--- src/rtl/simple_dualportram_arbiter_if.sv ---
// Bus bundle between two requesters, the arbiter and a simple dual-port RAM.
// The slave modport is the arbiter's view; master is the requester/RAM side.
interface simple_dualportram_arbiter_if #(
   parameter int WIDTH = 32
);
   logic             a_rreq;
   logic [31:0]      a_raddr;
   logic             a_rack;
   logic             a_rvalid;
   logic [WIDTH-1:0] a_rdata;
   logic             a_wreq;
   logic [31:0]      a_waddr;
   logic [WIDTH-1:0] a_wdata;
   logic             a_wack;

   logic             b_rreq;
   logic [31:0]      b_raddr;
   logic             b_rack;
   logic             b_rvalid;
   logic [WIDTH-1:0] b_rdata;
   logic             b_wreq;
   logic [31:0]      b_waddr;
   logic [WIDTH-1:0] b_wdata;
   logic             b_wack;

   logic [31:0]      ram_raddress;
   logic [31:0]      ram_waddress;
   logic [WIDTH-1:0] ram_din;
   logic             ram_we;
   logic [WIDTH-1:0] ram_dout;

   modport slave (
      input  a_rreq, a_raddr, a_wreq, a_waddr, a_wdata,
      input  b_rreq, b_raddr, b_wreq, b_waddr, b_wdata,
      input  ram_dout,
      output a_rack, a_rvalid, a_rdata, a_wack,
      output b_rack, b_rvalid, b_rdata, b_wack,
      output ram_raddress, ram_waddress, ram_din, ram_we
   );

   modport master (
      output a_rreq, a_raddr, a_wreq, a_waddr, a_wdata,
      output b_rreq, b_raddr, b_wreq, b_waddr, b_wdata,
      output ram_dout,
      input  a_rack, a_rvalid, a_rdata, a_wack,
      input  b_rack, b_rvalid, b_rdata, b_wack,
      input  ram_raddress, ram_waddress, ram_din, ram_we
   );
endinterface

--- src/rtl/simple_dualportram_arbiter.sv ---
// Two-requester arbiter in front of one simple dual-port RAM; reads and writes
// each have their own round-robin pointer, and read data is steered by an owner tag.
module simple_dualportram_arbiter #(
   parameter int WIDTH = 32,
   parameter int DEPTH = 10
) (
   input  logic                        clk,
   input  logic                        reset,
   simple_dualportram_arbiter_if.slave bus
);

   // Addresses are passed through at full width; the RAM uses only DEPTH bits.
   if (DEPTH > 32) begin : g_depth_exceeds_address_width
   end

   logic             rd_elig_a, rd_elig_b, rd_gnt_a, rd_gnt_b;
   logic             wr_elig_a, wr_elig_b, wr_gnt_a, wr_gnt_b;
   logic             rd_ptr_d, rd_ptr_q;
   logic             wr_ptr_d, wr_ptr_q;

   logic             a_rack_q, b_rack_q;
   logic             rd_pend_q, rd_own_q;
   logic             a_rvalid_q, b_rvalid_q;
   logic [31:0]      raddr_q;

   logic             a_wack_q, b_wack_q;
   logic             we_q;
   logic [31:0]      waddr_q;
   logic [WIDTH-1:0] din_q;

   // Pointer value 0 favours A, 1 favours B. A request seen while its ack is
   // high is the one just granted, so it is not eligible again.
   always_comb begin
      rd_elig_a = bus.a_rreq & ~a_rack_q;
      rd_elig_b = bus.b_rreq & ~b_rack_q;
      rd_gnt_a  = rd_elig_a & (~rd_elig_b | ~rd_ptr_q);
      rd_gnt_b  = rd_elig_b & (~rd_elig_a |  rd_ptr_q);
      rd_ptr_d  = rd_ptr_q;
      if (rd_gnt_a)      rd_ptr_d = 1'b1;
      else if (rd_gnt_b) rd_ptr_d = 1'b0;

      wr_elig_a = bus.a_wreq & ~a_wack_q;
      wr_elig_b = bus.b_wreq & ~b_wack_q;
      wr_gnt_a  = wr_elig_a & (~wr_elig_b | ~wr_ptr_q);
      wr_gnt_b  = wr_elig_b & (~wr_elig_a |  wr_ptr_q);
      wr_ptr_d  = wr_ptr_q;
      if (wr_gnt_a)      wr_ptr_d = 1'b1;
      else if (wr_gnt_b) wr_ptr_d = 1'b0;
   end

   always_ff @(posedge clk or negedge reset) begin
      if (!reset) begin
         rd_ptr_q   <= 1'b0;
         a_rack_q   <= 1'b0;
         b_rack_q   <= 1'b0;
         rd_pend_q  <= 1'b0;
         rd_own_q   <= 1'b0;
         a_rvalid_q <= 1'b0;
         b_rvalid_q <= 1'b0;
         raddr_q    <= '0;
      end else begin
         rd_ptr_q   <= rd_ptr_d;
         a_rack_q   <= rd_gnt_a;
         b_rack_q   <= rd_gnt_b;
         rd_pend_q  <= rd_gnt_a | rd_gnt_b;
         // RAM returns data one cycle after the address register loads.
         a_rvalid_q <= rd_pend_q & ~rd_own_q;
         b_rvalid_q <= rd_pend_q &  rd_own_q;
         if (rd_gnt_a) begin
            raddr_q  <= bus.a_raddr;
            rd_own_q <= 1'b0;
         end else if (rd_gnt_b) begin
            raddr_q  <= bus.b_raddr;
            rd_own_q <= 1'b1;
         end
      end
   end

   always_ff @(posedge clk or negedge reset) begin
      if (!reset) begin
         wr_ptr_q <= 1'b0;
         a_wack_q <= 1'b0;
         b_wack_q <= 1'b0;
         we_q     <= 1'b0;
         waddr_q  <= '0;
         din_q    <= '0;
      end else begin
         wr_ptr_q <= wr_ptr_d;
         a_wack_q <= wr_gnt_a;
         b_wack_q <= wr_gnt_b;
         we_q     <= wr_gnt_a | wr_gnt_b;
         if (wr_gnt_a) begin
            waddr_q <= bus.a_waddr;
            din_q   <= bus.a_wdata;
         end else if (wr_gnt_b) begin
            waddr_q <= bus.b_waddr;
            din_q   <= bus.b_wdata;
         end
      end
   end

   assign bus.a_rack       = a_rack_q;
   assign bus.b_rack       = b_rack_q;
   assign bus.a_rvalid     = a_rvalid_q;
   assign bus.b_rvalid     = b_rvalid_q;
   assign bus.a_rdata      = bus.ram_dout;
   assign bus.b_rdata      = bus.ram_dout;
   assign bus.a_wack       = a_wack_q;
   assign bus.b_wack       = b_wack_q;
   assign bus.ram_raddress = raddr_q;
   assign bus.ram_waddress = waddr_q;
   assign bus.ram_din      = din_q;
   assign bus.ram_we       = we_q;

endmodule
--- src/flat_wrapper.sv ---
// flat-port wrapper written by rule: the top's interface ports become plain ports
module simple_dualportram_arbiter_flat 
#(
   parameter int WIDTH = 32,
   parameter int DEPTH = 10
)
  (clk, reset, bus_a_rreq, bus_a_raddr, bus_a_wreq, bus_a_waddr, bus_a_wdata, bus_b_rreq, bus_b_raddr, bus_b_wreq, bus_b_waddr, bus_b_wdata, bus_ram_dout, bus_a_rack, bus_a_rvalid, bus_a_rdata, bus_a_wack, bus_b_rack, bus_b_rvalid, bus_b_rdata, bus_b_wack, bus_ram_raddress, bus_ram_waddress, bus_ram_din, bus_ram_we);
  simple_dualportram_arbiter_if #(.WIDTH(WIDTH)) bus_i ();
  input  logic clk;
  input  logic reset;
  input wire logic [$bits(bus_i.a_rreq)-1:0] bus_a_rreq;
  input wire logic [$bits(bus_i.a_raddr)-1:0] bus_a_raddr;
  input wire logic [$bits(bus_i.a_wreq)-1:0] bus_a_wreq;
  input wire logic [$bits(bus_i.a_waddr)-1:0] bus_a_waddr;
  input wire logic [$bits(bus_i.a_wdata)-1:0] bus_a_wdata;
  input wire logic [$bits(bus_i.b_rreq)-1:0] bus_b_rreq;
  input wire logic [$bits(bus_i.b_raddr)-1:0] bus_b_raddr;
  input wire logic [$bits(bus_i.b_wreq)-1:0] bus_b_wreq;
  input wire logic [$bits(bus_i.b_waddr)-1:0] bus_b_waddr;
  input wire logic [$bits(bus_i.b_wdata)-1:0] bus_b_wdata;
  input wire logic [$bits(bus_i.ram_dout)-1:0] bus_ram_dout;
  output wire logic [$bits(bus_i.a_rack)-1:0] bus_a_rack;
  output wire logic [$bits(bus_i.a_rvalid)-1:0] bus_a_rvalid;
  output wire logic [$bits(bus_i.a_rdata)-1:0] bus_a_rdata;
  output wire logic [$bits(bus_i.a_wack)-1:0] bus_a_wack;
  output wire logic [$bits(bus_i.b_rack)-1:0] bus_b_rack;
  output wire logic [$bits(bus_i.b_rvalid)-1:0] bus_b_rvalid;
  output wire logic [$bits(bus_i.b_rdata)-1:0] bus_b_rdata;
  output wire logic [$bits(bus_i.b_wack)-1:0] bus_b_wack;
  output wire logic [$bits(bus_i.ram_raddress)-1:0] bus_ram_raddress;
  output wire logic [$bits(bus_i.ram_waddress)-1:0] bus_ram_waddress;
  output wire logic [$bits(bus_i.ram_din)-1:0] bus_ram_din;
  output wire logic [$bits(bus_i.ram_we)-1:0] bus_ram_we;
  assign bus_i.a_rreq = bus_a_rreq;
  assign bus_i.a_raddr = bus_a_raddr;
  assign bus_i.a_wreq = bus_a_wreq;
  assign bus_i.a_waddr = bus_a_waddr;
  assign bus_i.a_wdata = bus_a_wdata;
  assign bus_i.b_rreq = bus_b_rreq;
  assign bus_i.b_raddr = bus_b_raddr;
  assign bus_i.b_wreq = bus_b_wreq;
  assign bus_i.b_waddr = bus_b_waddr;
  assign bus_i.b_wdata = bus_b_wdata;
  assign bus_i.ram_dout = bus_ram_dout;
  assign bus_a_rack = bus_i.a_rack;
  assign bus_a_rvalid = bus_i.a_rvalid;
  assign bus_a_rdata = bus_i.a_rdata;
  assign bus_a_wack = bus_i.a_wack;
  assign bus_b_rack = bus_i.b_rack;
  assign bus_b_rvalid = bus_i.b_rvalid;
  assign bus_b_rdata = bus_i.b_rdata;
  assign bus_b_wack = bus_i.b_wack;
  assign bus_ram_raddress = bus_i.ram_raddress;
  assign bus_ram_waddress = bus_i.ram_waddress;
  assign bus_ram_din = bus_i.ram_din;
  assign bus_ram_we = bus_i.ram_we;
  simple_dualportram_arbiter #(.WIDTH(WIDTH), .DEPTH(DEPTH)) u_core (.clk(clk), .reset(reset), .bus(bus_i));
endmodule
--- config.mk ---
export PLATFORM = sky130hd
export DESIGN_NAME = simple_dualportram_arbiter_flat
export DESIGN_NICKNAME = d
export VERILOG_FILES = /design/src/rtl/simple_dualportram_arbiter_if.sv /design/src/rtl/simple_dualportram_arbiter.sv /design/src/flat_wrapper.sv
export SDC_FILE = /design/constraint.sdc
export NUM_CORES = 1
export LEC_CHECK = 0
export ABC_AREA = 1
export BUFFER_PORTS_ARGS = -buffer_cell sky130_fd_sc_hd__buf_2
export CORE_AREA = 2 2 155 157
export DETAILED_ROUTE_END_ITERATION = 10
export DIE_AREA = 0 0 157 159
export GPL_ROUTABILITY_DRIVEN = 0
export PLACE_DENSITY_LB_ADDON = 0.15
export SLEW_MARGIN = 20
export SYNTH_ARGS = -nofsm -noshare
export SYNTH_HDL_FRONTEND = slang
export SYNTH_SLANG_ARGS = --single-unit
--- constraint.sdc ---
create_clock -name clk -period 1.1 [get_ports clk]
set_clock_uncertainty 0.05 [all_clocks]
set_input_delay 0 -clock clk [delete_from_list [all_inputs] [get_ports clk]]
set_output_delay 0 -clock clk [all_outputs]
set_load 0.05 [all_outputs]
==> metrics.md, run 1 <==
| Metric | Value |
|---|---|
| Violated checks | `hold timing, setup timing` |
| Post-synthesis net count | `1161` |
| Crit Path Category | `reg -> reg` |
| CTS clk-pin slew, worst paths | `70 ps` |
| # port buffers | `300` |
| Distinct cells, synth | `12` |
| Layout net count | `1654` |
| Max Clock Freq | `745 MHz` |
| Cell repeated most along the worst path | `nand2_1` |
| Share of cells above drive strength 1 | `0.386` |
| Final worst slack | `-242 ps` |
| Max Cap Violations | `0` |
| Via count | `7491` |
| GRT Util Overall | `0.180` |
| WP data arrival | `1530 ps` |
| Slowest-stage cell, CP | `dfrtp_2` |
| Number of global-route vias before repair | `7220` |
| WL met2 | `12600 um` |
| CTS max path bufs | `2` |
| Max FO, Critical Path | `6` |
| Drt initial violations | `397` |
| Highest routed layer | `met5` |
| Cell-internal power | `10.9 mW` |
| Status | `finished, violations left` |
| Maximum number of pins on one net before global-route repair | `42` |
| Sw Ratio | `0.493` |
| Initial antenna violation count | `2` |
| Slew HR | `0.332` |
| Slowest stage delay, CP | `440 ps` |
| Final ANT Viol Nets | `0` |
| DR pass1 iterations | `7` |
| Clock share of power | `0.150` |
| Yosys warns | `0` |
| Final hold vios | `1` |
| PD cells | `1770 nW/um^2` |
| Synth-to-layout area growth | `93.7%` |
| Worst skew pair latency | `360 ps` |
| CP required | `1290 ps` |
| Layout Utilization | `0.521` |
| Die height | `159 um` |
| CTS sink count | `107` |
| H-tree depth | `3` |
| Via density | `4.28` |
| Synthesis-stage register bit count | `107` |
| Unrepaired setup endpoints after global routing | `yes` |
| Setup_tns | `-19740 ps` |
| Starting density of the core | `0.269` |
| Peak VDD IR | `0.827 mV` |
| Synthesized area | `6240 um^2` |
| Seq pwr share | `0.274` |
| # setup viols final | `104` |
| Power share of the combinational group | `0.576` |
| Final instance area | `12100 um^2` |
| DP Area | `7940 um^2` |
| I/O Pins | `397` |
| Post-Syn Instances | `931` |
| CTS buffer count | `9` |
| Buf/Inv on CP | `2` |
| Hold WC Path Type | `in -> reg` |
| Overall die area | `25000 um^2` |
| CTS tree | `yes` |
| Worst setup EP type | `flop` |
| Row Count | `56` |
| Period utilization | `1.22` |
| Metal3 WL | `1930 um` |
| Root Driver | `clkbuf_16` |
| WL met1 | `10400 um` |
| Hold Slack | `-49.7 ps` |
| Die Width | `157 um` |
| Sequential fraction of the synthesis area | `0.429` |
| PnR Total Power | `21.4 mW` |
| Crit-path cells | `inv_2 -> nand3_4 -> nand2_8 -> clkbuf_16 -> nand2_1 -> nand2_1 -> nand2_1` |
| Minimum clock period | `1340 ps` |
| Core area | `23200 um^2` |
| Max Slew Vio Count | `0` |
| Worst-margin pin slew | `1010 ps` |
| CP top delay family | `simple AND/OR/NAND/NOR gates` |
| Worst Setup Start Kind | `flop` |
| Pleak | `7.09 nW` |
| Hold Buf Count CTS | `225` |
| Wire per inst | `14.7 um` |
| Syn_area_per_cell | `6.70 um^2` |
| HPWL Detailed | `13900 um` |
| DRC | `0` |
| Net Sw Power | `10.6 mW` |
| Post-Route WL | `25800 um` |
| Global-route wire length before repair | `36100 um` |
| Total grt overflow | `0` |
## power by group through the flow
stage / Combinational (mW) / Sequential, mW / Clock (mW)
finish: 12.3 / 5.88 / 3.21
global route: 13.1 / 6.03 / 3.50
CTS: 11.1 / 5.84 / 3.35
detailed placement: 9.33 / 5.86 / 0
global placement: 9.33 / 5.87 / 0
floorplan: 3.32 / 9.88 / 0
## layout make-up
class	instances	area (um^2)
antenna	1	2.50
clock buffer	11	243
clock inverter	5	37.5
fill	2126	11100
inverter	112	420
multi-input combinational	598	3030
sequential	107	2680
tap	319	399
timing repair buffer	596	5270
## registers in the layout (all words and copies together) (netlist names)
signal	cells
u_core.bus.b_rack	1
u_core.wr_ptr_q	1
u_core.bus.a_rvalid	1
u_core.bus.ram_raddress	32
u_core.rd_own_q	1
u_core.bus.b_wack	1
u_core.bus.b_rvalid	1
u_core.bus.ram_din	32
u_core.rd_pend_q	1
u_core.bus.a_rack	1
u_core.rd_ptr_q	1
u_core.bus.ram_waddress	32
u_core.bus.ram_we	1
u_core.bus.a_wack	1
## metal layers
layer  track usage  up-vias
met5             0        -
met4        0.0596        2
met3        0.0553       58
met2         0.314      355
met1         0.208     3390
li1              -     3686
## per-stage QoR
| step | setup WS, ps | std cells |
|---|---|---|
| 3_5_place_dp | -241 | 1467 |
| 2_1_floorplan | -217 | 931 |
| 6_report | -242 | 1749 |
| 4_1_cts | -223 | 1724 |
| 3_3_place_gp | -205 | 1467 |
| 5_1_grt | -315 | 1749 |
## synth_stat cells (all sizes together)
library cell	n	area share
clkbuf	6	0.0036
nor2	7	0.0054
dfrtp	107	0.43
nand2	487	0.29
nand3	100	0.080
o21ai	2	0.0016
buf	110	0.12
inv	112	0.067
## worst paths after layout
kind | slack [ps] | endpoint | startpoint | cells after the start
min reg2reg | 400 | u_core.bus.a_rvalid | u_core.rd_own_q | 1
max in group asynchronous | 420 | u_core.bus.ram_raddress[31] | reset | 3
min in group asynchronous | 30 | u_core.bus.ram_waddress[30] | reset | 2
max | -240 | u_core.bus.ram_waddress[7] | u_core.bus.a_wack | 7
max reg2reg | -240 | u_core.bus.ram_waddress[7] | u_core.bus.a_wack | 7
min | -50 | u_core.rd_ptr_q | bus_a_rreq | 3
## tightest hold or removal path, cell delays in order
cell     delay (ps)
buf_2           120
nand3_4         110
o21ai_0          80
## cell families (layout without fill, tap and decap cells)
| family | count (synthesis) | count (layout) | synth area share |
|---|---|---|---|
| flip-flops | 107 | 107 | 0.429 |
| AND/OR/NAND/NOR | 594 | 596 | 0.379 |
| buffers and inverters | 228 | 724 | 0.191 |
| AO/OA/AOI/OAI | 2 | 2 | 0.00160 |
| other | 0 | 1 | 0 |
## repair_timing
| item | in CTS | in global routing |
|---|---|---|
| pin swaps | 17 | 88 |
| setup buffers | 10 | 4 |
| gates resized for setup | 51 | 204 |
| gates cloned | 8 | 24 |
| setup endpoints to repair | 107 | 184 |
| endpoints found under the hold margin | 269 | 1 |
## placed cells by master (no fill, tap or decap), types with 12 or more instances in the layout
cell              n
nand3_2          29
dfrtp_1         103
dlymetal6s4s_1   32
nand2_4          20
buf_12           21
clkbuf_4         13
nand2_2          94
clkbuf_16        31
nand2_1         372
dlygate4sd3_1   193
buf_2           281
buf_4            12
nand3_1          67
inv_1           104
Power figures use the tool's default switching activity.
==> inputs of run 2 (changes only) <==
Settings changed: TNS_END_PERCENT from default to 30.
==> run 2 against run 1 <==
The flow still finishes with violations (hold timing, setup timing). Die area did not move. Non-clock buffer count up 3. Final cell count is essentially flat. Power down 1.1%. Hold slack got worse by 23 ps. Sequential share of layout area is 0.75 points higher. Critical endpoint is now u_core.bus.ram_din[7]. Highest routed layer is now met4.
==> metrics.md, run 2 (same netlist as run 1, synthesis figures left out) <==
| Metric | Value |
|---|---|
| Max Cap Violations | `0 (unchanged)` |
| Final ANT Viol Nets | `0 (unchanged)` |
| Reg2reg setup slack | `-280 ps (-30 ps)` |
| GRT Util Overall | `0.177 (-0.00287)` |
| Initial antenna violation count | `0 (-2)` |
| Via count | `7445 (-0.61%)` |
| DRC | `0 (unchanged)` |
| Drt initial violations | `417 (+5.0%)` |
| Die height | `159 um (unchanged)` |
| Hold WC Path Type | `in -> reg` |
| Violated checks | `hold timing, setup timing` |
| Overall die area | `25000 um^2 (unchanged)` |
| Period utilization | `1.25 (+0.0297)` |
| Hold Buf Count CTS | `225 (unchanged)` |
| WP data arrival | `1570 ps (+40 ps)` |
| Hold EP | `u_core.rd_ptr_q` |
| Unrepaired setup endpoints after global routing | `yes` |
| WL met1 | `10000 um (-4.1%)` |
| CTS buffer count | `9 (unchanged)` |
| Slowest-stage cell, CP | `dfrtp_2` |
| R2R cell count | `7 (unchanged)` |
| Starting density of the core | `0.269 (unchanged)` |
| # port buffers | `300 (unchanged)` |
| Worst skew pair latency | `350 ps (about the same)` |
| Wire per inst | `13.9 um (-5.5%)` |
| Commonest non-fill, non-tap cell in the layout | `nand2_1` |
| Number of global-route vias before repair | `7340 (+1.7%)` |
| PnR Total Power | `21.2 mW (-1.1%)` |
| Max Clock Freq | `727 MHz (-2.4%)` |
| Synth-to-layout area growth | `87.4%` |
| Root Driver | `clkbuf_16` |
| CTS tree | `yes` |
| I/O Pins | `397 (unchanged)` |
| Row Count | `56 (unchanged)` |
| Status | `finished, violations left` |
| Metal3 WL | `1760 um (-9.2%)` |
| Worst-margin pin slew | `1010 ps (+1.48 ps)` |
| CP required | `1290 ps (about the same)` |
| Core area | `23200 um^2 (unchanged)` |
| Global-route wire length before repair | `35600 um (-1.2%)` |
| Fill count | `2135 (+0.42%)` |
| Hold Slack | `-73.0 ps (-23.3 ps)` |
| CTS max path bufs | `2 (unchanged)` |
| RR Endpoint | `u_core.bus.ram_din[7]` |
| Max Slew Vio Count | `0 (unchanged)` |
| CP top delay family | `buffers and inverters` |
| Share of cells above drive strength 1 | `0.340 (-0.0464)` |
| Buf/Inv on CP | `3 (+1)` |
| Final instance area | `11700 um^2 (-3.3%)` |
| Total grt overflow | `0 (unchanged)` |
| WL met2 | `12000 um (-5.0%)` |
| CTS sink count | `107 (unchanged)` |
| # setup viols final | `102 (-1.9%)` |
| Die Width | `157 um (unchanged)` |
| Hold path start | `bus_a_rreq` |
| DP Area | `7970 um^2 (+0.41%)` |
| Crit Path Category | `reg -> reg` |
| Minimum clock period | `1380 ps (+32.7 ps)` |
| Worst setup EP type | `flop` |
| Layout Utilization | `0.504 (-0.0170)` |
| FF/Latch Area | `2680 um^2 (unchanged)` |
| Slowest stage delay, CP | `410 ps (-30 ps)` |
| Most frequent cells in the layout | `435 x nand2_1, 294 x buf_2, 193 x dlygate4sd3_1` |
| Post-Place Setup Slack | `-299 ps (-58.7 ps)` |
| Worst Setup Start Kind | `flop` |
| Maximum number of pins on one net before global-route repair | `38 (-9.5%)` |
| CTS clk-pin slew, worst paths | `80 ps (about the same)` |
| Max FO, Critical Path | `8 (+2)` |
| Final worst slack | `-275 ps (-32.7 ps)` |
| HPWL Detailed | `14500 um (+4.3%)` |
| Crit-path cells | `buf_6 -> nor2_4 -> nand2_4 -> buf_12 -> clkbuf_16 -> nand3_1 -> nand2_1` |
| PD cells | `1810 nW/um^2 (+2.2%)` |
| Highest routed layer | `met4` |
| Hold-critical path depth | `3 (unchanged)` |
| Final hold vios | `2 (+1)` |
| Slew HR | `0.331 (-0.000983)` |
| Via density | `4.25 (-0.67%)` |
| Pleak | `6.95 nW (-2.0%)` |
| Setup_tns | `-20190 ps (-449 ps)` |
| Footprint of the multi-input gates | `2790 um^2 (-8.0%)` |
| Post-Route WL | `24400 um (-5.4%)` |
| H-tree depth | `3 (unchanged)` |
| Peak VDD IR | `0.858 mV (+3.8%)` |
| Layout net count | `1656 (+0.12%)` |
| Worst r2r src | `u_core.bus.b_wack` |
| DR pass1 iterations | `4 (-3)` |
[run 2: changes by cell type in the layout (fill, tap and decap cells not counted), sizes merged]
cell      previous run  this run
nand2              489       488
buf                336       360
clkinvlp             2         1
bufinv               0         2
inv                114       112
clkbuf              46        25
[run 2: through the flow]
step | instances | hold WS [ps]
floorplan | 931 | -346
global placement | 1479 | -111
detailed placement | 1479 | -102
CTS | 1733 | -83.0
global route | 1749 | -68.5
finish | 1750 | -73.0
[run 2: power breakdown]
group          leakage [nW]  switching (mW)  internal [mW]  total (mW)
Sequential             1.29           0.730           5.12        5.85
Combinational          5.51            7.97           3.81        11.8
Clock                 0.152            1.52           2.05        3.57
Total                  6.95            10.2           11.0        21.2
[run 2: final cells by class]
class / count / share of cell area
clock buffers: 11 / 0.0208
inverters: 112 / 0.0360
clock inverters: 4 / 0.00653
flip-flops and latches: 107 / 0.229
diodes: 1 / 0.000214
well taps: 319 / 0.0341
multi-input cells: 597 / 0.238
repair buffers: 599 / 0.435
[run 2: worst reg2reg max path, delay by kind of cell (launching register included)]
| kind | cells | cell delay [ps] |
|---|---|---|
| flip-flops | 1 | 410 |
| buffers and inverters | 3 | 470 |
| AND/OR/NAND/NOR | 4 | 350 |
[run 2: routing by layer]
layer	vias to the layer above	track usage
li1	3698	-
met5	-	0
met4	0	0.0680
met3	49	0.0444
met2	319	0.307
met1	3379	0.209
[run 2: worst max-delay path by stage]
stage,from,end,cells past startpoint
global placement,u_core.bus.b_wack,u_core.bus.ram_waddress[29],7
global route,u_core.bus.b_wack,u_core.bus.ram_din[7],7
finish,u_core.bus.b_wack,u_core.bus.ram_din[7],7
CTS,u_core.bus.b_wack,u_core.bus.ram_din[1],7
floorplan,u_core.bus.a_rack,u_core.bus.ram_raddress[25],8
detailed placement,u_core.bus.a_wack,u_core.bus.ram_din[18],7
[run 2: timing repair]
action	CTS	global route
pin swaps	2	32
resized for setup	42	128
cloned	5	14
setup endpoints to repair	107	171
setup buffers	9	3
hold endpoints to repair	270	2
==> inputs of run 3 (changes only) <==
Settings changed: MAX_ROUTING_LAYER from default to met4.
==> run 3 against run 2 <==
The flow still finishes with violations (hold timing, setup timing). Combinational power hardly changed. Sequential share of layout area increased by 0.094 points. First-iteration DRC count is 5.3% higher. Non-clock buffer count up 1. Critical path depth up 1. Flip-flop and latch count unchanged.
==> metrics.md, run 3 (same netlist as run 1, synthesis figures left out) <==
| Metric | Value |
|---|---|
| Layout Utilization | `0.502 (-0.00205)` |
| HPWL Detailed | `14500 um (unchanged)` |
| Seq pwr share | `0.276 (about the same)` |
| Buf/Inv on CP | `3 (unchanged)` |
| Max FO, Critical Path | `8 (unchanged)` |
| Synth-to-layout area growth | `86.6%` |
| Worst skew pair latency | `350 ps (about the same)` |
| Max Slew Vio Count | `0 (unchanged)` |
| Share of cells above drive strength 1 | `0.327 (-0.0128)` |
| Diode count | `0 (-1)` |
| Period utilization | `1.25 (-0.00186)` |
| Final hold vios | `2 (unchanged)` |
| Fill count | `2145 (+0.47%)` |
| Maximum number of pins on one net before global-route repair | `38 (unchanged)` |
| CTS sink count | `107 (unchanged)` |
| Unrepaired setup endpoints after global routing | `yes` |
| DR pass1 iterations | `5 (+1)` |
| I/O Pins | `397 (unchanged)` |
| Via density | `4.27 (+0.34%)` |
| Worst setup EP type | `flop` |
| Max Clock Freq | `728 MHz (+0.15%)` |
| Violated checks | `hold timing, setup timing` |
| Starting density of the core | `0.269 (unchanged)` |
| Hold WC Path Type | `in -> reg` |
| Minimum clock period | `1370 ps (-2.05 ps)` |
| CTS max path bufs | `2 (unchanged)` |
| Via count | `7470 (+0.34%)` |
| Max Cap Violations | `0 (unchanged)` |
| Clock share of power | `0.168 (about the same)` |
| PD cells | `1820 nW/um^2 (+0.14%)` |
| CTS clk-pin slew, worst paths | `80 ps (about the same)` |
| Peak VDD IR | `0.858 mV (about the same)` |
| Die height | `159 um (unchanged)` |
| Crit-path cells | `buf_6 -> nor2_4 -> nand2_4 -> buf_12 -> clkbuf_16 -> nand2_1 -> nand2_1 -> nand2_1` |
| Wire per inst | `14.0 um (+0.30%)` |
| Sw Ratio | `0.481 (-0.00115)` |
| Pleak | `6.95 nW (about the same)` |
| Commonest non-fill, non-tap cell in the layout | `nand2_1` |
| Number of global-route vias before repair | `7334 (-0.082%)` |
| Crit Path Category | `reg -> reg` |
| Die Width | `157 um (unchanged)` |
| Total grt overflow | `0 (unchanged)` |
| Status | `finished, violations left` |
| Layout net count | `1657 (+0.060%)` |
| Net Sw Power | `10.2 mW (-0.50%)` |
| Slowest stage delay, CP | `410 ps (about the same)` |
| Worst-margin pin slew | `1010 ps (+0.577 ps)` |
| Hold Buf Count CTS | `225 (unchanged)` |
| Cell-internal power | `11.0 mW (about the same)` |
| Worst Setup Start Kind | `flop` |
| Post-Place Setup Slack | `-299 ps (unchanged)` |
| CP top delay family | `buffers and inverters` |
| CP required | `1340 ps (+50 ps)` |
| Initial antenna violation count | `0 (unchanged)` |
| Cell repeated most along the worst path | `nand2_1` |
| Final ANT Viol Nets | `0 (unchanged)` |
| Row Count | `56 (unchanged)` |
| Drt initial violations | `439 (+5.3%)` |
| DRC | `0 (unchanged)` |
| Post-Route WL | `24400 um (+0.30%)` |
| Root Driver | `clkbuf_16` |
| Hold Slack | `-72.2 ps (+0.814 ps)` |
| FF/Latch Area | `2680 um^2 (unchanged)` |
| Slowest-stage cell, CP | `dfrtp_2` |
| # setup viols final | `102 (unchanged)` |
| Slew HR | `0.331 (-0.000383)` |
| CTS buffer count | `9 (unchanged)` |
| GRT Util Overall | `0.182 (+0.00539)` |
| Overall die area | `25000 um^2 (unchanged)` |
| Footprint of the multi-input gates | `2720 um^2 (-2.6%)` |
| H-tree depth | `3 (unchanged)` |
| Final worst slack | `-273 ps (+2.05 ps)` |
| WP data arrival | `1610 ps (+40 ps)` |
| Core area | `23200 um^2 (unchanged)` |
| Global-route wire length before repair | `35600 um (-0.17%)` |
| CTS tree | `yes` |
| Power share of the combinational group | `0.556 (about the same)` |
| # port buffers | `300 (unchanged)` |
| Most frequent cells in the layout | `448 x nand2_1, 292 x buf_2, 193 x dlygate4sd3_1` |
## run 3: cell types whose count changed in the layout (fill, tap and decap cells not counted), sizes merged
cell / delta
diode: -1
clkbuf: +2
buf: -1
## run 3: layer usage
layer | vias up | routed length (um) | global-route usage
li1 | 3695 | - | -
met3 | 45 | 1590 | 0.0340
met5 | - | 0 | -
met2 | 316 | 12000 | 0.309
met1 | 3414 | 10300 | 0.215
met4 | 0 | 567 | 0.0651
## run 3: power groups by stage
stage / registers (mW) / clock network [mW] / logic (mW)
after floorplan: 9.85 / 0 / 3.22
after global placement: 5.84 / 0 / 9.34
after detailed placement: 5.83 / 0 / 9.35
after CTS: 5.80 / 3.72 / 10.9
after global routing: 5.98 / 3.86 / 12.5
final: 5.84 / 3.56 / 11.7
## run 3: worst paths after layout
kind,from,end,slack [ps],cells past startpoint
hold / removal,bus_a_rreq,u_core.rd_ptr_q,-70,3
hold reg to reg,u_core.rd_own_q,u_core.bus.a_rvalid,420,1
setup reg to reg,u_core.bus.b_wack,u_core.bus.ram_din[4],-270,8
min in group asynchronous,reset,u_core.bus.b_rack,60,2
max in group asynchronous,reset,u_core.bus.ram_din[31],460,3
setup / recovery,u_core.bus.b_wack,u_core.bus.ram_din[4],-270,8
## run 3: timing repair
item,in CTS,in global routing
endpoints found under the setup margin,107,171
gates resized for setup,42,112
setup buffers,9,3
pin swaps,2,29
hold endpoints to repair,270,2
cloned,5,15
## run 3: metrics by stage
stage	std cells	setup TNS, ps	hold WS [ps]	total power [mW]	area, um^2
6_report	1750	-20000	-72.2	21.1	11600
3_3_place_gp	1479	-20380	-111	15.2	7970
2_1_floorplan	931	-20690	-346	13.1	6360
4_1_cts	1733	-26820	-83.0	20.5	10900
3_5_place_dp	1479	-22000	-102	15.2	7970
5_1_grt	1750	-27160	-68.4	22.3	11600
## run 3: tightest hold or removal path, cell delays in order
cell and delay [ps]:
buf_2 120, nand3_4 90, o21ai_0 70
## run 3: layout make-up
type | instances | share of cell area
multi-input combinational | 597 | 0.233
tap | 319 | 0.0343
clock inverter | 4 | 0.00655
inverter | 112 | 0.0361
clock buffer | 11 | 0.0208
sequential | 107 | 0.230
timing repair buffer | 600 | 0.439
